--- src/rtl/systolic_skew_feeder_pkg.sv ---
// rtl/systolic_skew_feeder_pkg.sv - shared state encodings for the systolic operand stages
package systolic_skew_feeder_pkg;

  typedef enum logic [1:0] {
    IDLE   = 2'd0,
    STREAM = 2'd1,
    FLUSH  = 2'd2
  } feeder_state_t;

endpackage

--- src/rtl/skew_delay_line.sv ---
// rtl/skew_delay_line.sv - DEPTH-stage word shift register advancing on en; DEPTH=0 is a wire
module skew_delay_line #(
  parameter int DEPTH     = 0,
  parameter int WORD_SIZE = 16
) (
  input  logic                 clk,
  input  logic                 rst,
  input  logic                 en,
  input  logic [WORD_SIZE-1:0] din,
  output logic [WORD_SIZE-1:0] dout
);

  if (DEPTH == 0) begin : g_wire
    logic unused_ctrl;
    assign unused_ctrl = &{1'b0, clk, rst, en};
    assign dout = din;
  end else begin : g_chain
    logic [WORD_SIZE-1:0] chain [DEPTH];

    always_ff @(posedge clk) begin
      if (rst) begin
        for (int i = 0; i < DEPTH; i++) chain[i] <= '0;
      end else if (en) begin
        chain[0] <= din;
        for (int i = 1; i < DEPTH; i++) chain[i] <= chain[i-1];
      end
    end

    assign dout = chain[DEPTH-1];
  end

endmodule

--- src/rtl/systolic_skew_feeder.sv ---
// rtl/systolic_skew_feeder.sv - diagonal-skew operand feeder with tile drain
// Optional SKEW_FEEDER_STATS_EN adds stall and tile counters.
module systolic_skew_feeder
  import systolic_skew_feeder_pkg::*;
#(
  parameter int ROWS      = 5,
  parameter int WORD_SIZE = 16
) (
  input  logic                      clk,
  input  logic                      rst,
  input  logic [ROWS*WORD_SIZE-1:0] in_vec,
  input  logic                      in_valid,
  input  logic                      in_last,
  output logic                      in_ready,
  output logic [ROWS*WORD_SIZE-1:0] left_out_bus,
  output logic                      out_valid,
  input  logic                      out_ready,
  output logic                      out_last,
`ifdef SKEW_FEEDER_STATS_EN
  output logic [31:0]               stat_stall_cycles,
  output logic [15:0]               stat_tiles,
`endif
  output logic                      tile_done
);

  localparam int CW = (ROWS > 1) ? $clog2(ROWS) : 1;

  feeder_state_t             state, state_nx;
  logic [CW-1:0]             flush_cnt, flush_cnt_nx;
  logic                      out_ready_ok, accept, advance, last_beat;
  logic [ROWS*WORD_SIZE-1:0] taps;

  assign out_ready_ok = !out_valid || out_ready;
  assign in_ready     = out_ready_ok && (state != FLUSH);
  assign accept       = in_valid && in_ready;
  assign advance      = accept || ((state == FLUSH) && out_ready_ok);
  assign tile_done    = out_valid && out_ready && out_last;

  always_comb begin
    state_nx     = state;
    flush_cnt_nx = flush_cnt;
    last_beat    = 1'b0;
    case (state)
      IDLE, STREAM: begin
        if (accept) begin
          if (!in_last) begin
            state_nx = STREAM;
          end else if (ROWS == 1) begin
            // A single row has nothing to drain; the input beat closes the tile.
            state_nx  = IDLE;
            last_beat = 1'b1;
          end else begin
            state_nx     = FLUSH;
            flush_cnt_nx = CW'(ROWS - 1);
          end
        end
      end
      FLUSH: begin
        if (advance) begin
          flush_cnt_nx = flush_cnt - CW'(1);
          if (flush_cnt == CW'(1)) begin
            state_nx  = IDLE;
            last_beat = 1'b1;
          end
        end
      end
      default: state_nx = IDLE;
    endcase
  end

  // Row r sees the word shifted in r advances ago; FLUSH shifts in zeros.
  for (genvar r = 0; r < ROWS; r++) begin : g_row
    logic [WORD_SIZE-1:0] din;
    assign din = (state == FLUSH) ? '0 : in_vec[r*WORD_SIZE +: WORD_SIZE];

    skew_delay_line #(
      .DEPTH    (r),
      .WORD_SIZE(WORD_SIZE)
    ) u_delay (
      .clk (clk),
      .rst (rst),
      .en  (advance),
      .din (din),
      .dout(taps[r*WORD_SIZE +: WORD_SIZE])
    );
  end

  always_ff @(posedge clk) begin
    if (rst) begin
      state        <= IDLE;
      flush_cnt    <= '0;
      left_out_bus <= '0;
      out_valid    <= 1'b0;
      out_last     <= 1'b0;
    end else begin
      state     <= state_nx;
      flush_cnt <= flush_cnt_nx;
      if (advance) begin
        left_out_bus <= taps;
        out_valid    <= 1'b1;
        out_last     <= last_beat;
      end else if (out_ready) begin
        out_valid <= 1'b0;
        out_last  <= 1'b0;
      end
    end
  end

`ifdef SKEW_FEEDER_STATS_EN
  always_ff @(posedge clk) begin
    if (rst) begin
      stat_stall_cycles <= '0;
      stat_tiles        <= '0;
    end else begin
      if (out_valid && !out_ready && (stat_stall_cycles != '1))
        stat_stall_cycles <= stat_stall_cycles + 32'd1;
      if (tile_done && (stat_tiles != '1))
        stat_tiles <= stat_tiles + 16'd1;
    end
  end
`endif

endmodule

--- config.mk ---
export PLATFORM = sky130hd
export DESIGN_NAME = systolic_skew_feeder
export DESIGN_NICKNAME = d
export VERILOG_FILES = /design/src/rtl/systolic_skew_feeder_pkg.sv /design/src/rtl/skew_delay_line.sv /design/src/rtl/systolic_skew_feeder.sv
export SDC_FILE = /design/constraint.sdc
export NUM_CORES = 1
export LEC_CHECK = 0
export BUFFER_PORTS_ARGS = -buffer_cell sky130_fd_sc_hd__buf_2
export CAP_MARGIN = 30
export CELL_PAD_IN_SITES_DETAIL_PLACEMENT = 1
export CELL_PAD_IN_SITES_GLOBAL_PLACEMENT = 2
export CORE_MARGIN = 10
export CORE_UTILIZATION = 40
export CTS_CLUSTER_SIZE = 24
export DETAILED_ROUTE_END_ITERATION = 10
export GPL_TIMING_DRIVEN = 1
export PLACE_DENSITY = 0.85
export SLEW_MARGIN = 20
export SYNTH_ARGS = -nofsm -noshare
export SYNTH_HDL_FRONTEND = slang
export SYNTH_SLANG_ARGS = --single-unit
--- constraint.sdc ---
create_clock -name clk -period 9.9 [get_ports clk]
set_clock_uncertainty 0.1 [all_clocks]
set_input_delay 2.97 -clock clk [delete_from_list [all_inputs] [get_ports clk]]
set_output_delay 2.97 -clock clk [all_outputs]
set_load 0.01 [all_outputs]
==> results.md <==
* Status: completed
* First-pass GRT wire length at 28.7 mm
* CTS tree: yes
* Port Buffers at 168
* Fmax at ~140 MHz
* R2R Path End: g_row[4].u_delay.g_chain.chain[3][5]
* Hold buffers post-CTS at 0
* Final core utilization at between 50 and 60%
* Ranking of synthesized cells by area: edfxtp_1 55%, dfxtp_1 20%, and2_1 11%
* DR pass1 iterations at 4
* CTS Sinks at around 250
* Non-Filler Instances at a little over 1k
* WS Path Type: primary input to output pin
* Max-Cap Viols at 0
* Post-CTS setup buffers at 0
* Detail Placement HPWL at around 12 mm
* Worst slew margin at ~39%
* Final Hold Viols at 0
* Syn nets at 648
* Dpl ws at roughly 2.8 ns
* RSZ-0062 raised after global routing: false
* Worst R2R Path Depth at 5
* Drt drc at 0
* Synthesized area at between 8000 and 9000 um^2
* Yosys warnings at 0
* IO Pins at about 170
* Starting Density at between 40 and 50%
* Die Y at 168 um
* Final Cell Area at ~11000 um^2
* Final Max Slew Viols at 0
* Period utilization at a little under three quarters
* DR iter-0 viols at ~270
* Shortest period the worst path allows at a little over 7 ns
* Flops & latches, synth at between 200 and 250
* Final WS setup at about 2.8 ns
* Hold worst-path end: left_out_bus[47]
* Chip width at approximately 170 um
* Unique masters post-synth at 28
* Worst skew pair latency at 0.52 ns
* Post-DRT Antenna Nets at 0
* Layout cells sized above 1 at ~29%
* Worst setup SP type: primary input
* Syn Area/Cell at about 16 um^2
* Root buf cell: clkbuf_16
* P per Cell Area at around 220 nW/um^2
* Number of vias per cell at 4.79
* Post-CTS sizing at 0
* Arrival time worst endpoint at 4.04 ns
* Critical hold path startpoint: g_row[2].u_delay.g_chain.chain[1][15]
* Area post-placement at between 9000 and 10000 um^2
* Row count at 53
* Static Leakage at roughly 4.5 nW
* Endpoints failing setup at 0
* Worst hold path stage count at 1
* Worst path required time at a little under 7 ns
* Die footprint at 28100 um^2
* Worst vdd ir at between 0.09 and 0.1 mV
* Crit Path Max Fanout at 8
* Slew @ Worst Pin at 0.910 ns
* EDFF count, synth at 160
* Antenna Diode Count at 0
* Routed WL at around 18 mm
* Total core area at ~21000 um^2
* Largest net degree at the start of global routing at between 100 and 150
* Wire length per cell at ~17 um
* Type of the worst min-delay path: flop to flop
* Net count, final at 815
* Synth top area share at a little under three fifths
* Antenna violations before repair at 0
* CTS H-Tree Depth at 1
* Global Route Usage Sum at around 12%
* Syn Inst Count at about 560
* Placed Instances at 973
* Fillers at 2124
* Clock Pin Slew Worst Setup and Hold Paths at 0.06 ns
* Post-synth top flop: edfxtp_1
* Area Growth Syn to Fin at 22.0%
* Vias in the first global route at 5280
* CP endpoint kind: output pin
* Synth area leader: edfxtp_1
* Setup TNS at 0 ns
* Register area share after synthesis at 75.0%
* CTS Buf Count at 27
* Via count at ~4.9k
* Post-synth top cells: 160 x and2_1, 160 x edfxtp_1, 87 x dfxtp_1
* Overflow after GRT at 0
* R2R setup slack at approximately 6.4 ns
* Routability Congestion at roughly 0.8
* Longest Clk Path Bufs at 3
* Reg2reg start: out_valid
* Ys async rst share at 0%
## area by class of cell
class / instances / area (um^2) / share of cell area, %
flip-flops and latches: 247 / 6550 / 61.5
multi-input cells: 272 / 1960 / 18.4
repair buffers: 174 / 910 / 8.54
clock buffers: 37 / 743 / 6.98
well taps: 275 / 344 / 3.23
clock inverters: 13 / 123 / 1.15
inverters: 6 / 27.5 / 0.258
## report_power, final
part	leakage [nW]	switching [mW]	total (mW)	internal, mW
clock	0.421	0.382	0.959	0.577
combinational	1.66	0.0950	0.159	0.0640
sequential	2.46	0.0292	1.23	1.20
## worst max path at each step
stage,from,endpoint
after floorplan,out_ready,g_row[1].u_delay.g_chain.chain[0][0]
after global placement,out_ready,in_ready
after detailed placement,out_ready,in_ready
after CTS,out_ready,in_ready
after global routing,out_ready,in_ready
final,out_ready,in_ready
## worst max-delay path, stage by stage
cell and delay (ns):
buf_2 0.13, nor2b_1 0.60, nor2_1 0.15, buf_2 0.19
## metrics by stage
step                      power, mW  hold slack [ns]
after floorplan                1.34            0.336
after global placement         1.40            0.340
after detailed placement       1.41            0.344
after CTS                      2.38            0.356
after global routing           2.45            0.368
final                          2.34            0.350
## layer usage
metal / part of all wire [%] / up-vias / global-route usage, % / routed length [um]
met2: 48 / 157 / 20.2 / 8490
met1: 43 / 2342 / 14.9 / 7650
met3: 7.0 / 32 / 3.60 / 1250
met4: 2.7 / 0 / 4.58 / 482
met5: 0 / - / 0 / 0
li1: - / 2371 / - / -
## layout by cell type (no fill, tap or decap), types with 2 or more instances in the layout
cell type	count
clkinv_1	6
and2_1	160
a22o_1	80
clkinv_4	3
nor2_1	3
buf_2	168
a21oi_1	6
inv_6	2
clkbuf_1	7
ha_1	2
buf_4	4
nand2b_1	3
edfxtp_1	160
dfxtp_1	87
o31ai_1	2
nor2b_1	2
inv_1	5
bufinv_16	2
clkbuf_8	3
or4_1	2
clkbuf_16	27
## state kept, by name, summed over array words and instances (netlist names)
signal                       cells
g_row.u_delay.g_chain.chain    160
left_out_bus                    80
flush_cnt                        3
state                            2
out_last                         1
out_valid                        1
## cell families (layout without fill, tap and decap cells)
group,after synthesis,count (layout),share of synthesized area [%]
flip-flops,247,247,75.0
AND/OR/NAND/NOR,176,176,12.8
AO/OA/AOI/OAI,94,94,9.26
buffers and inverters,42,230,2.70
adder cells (fa/ha/maj),2,2,0.287
No activity file was read; power rests on OpenSTA's default activity.
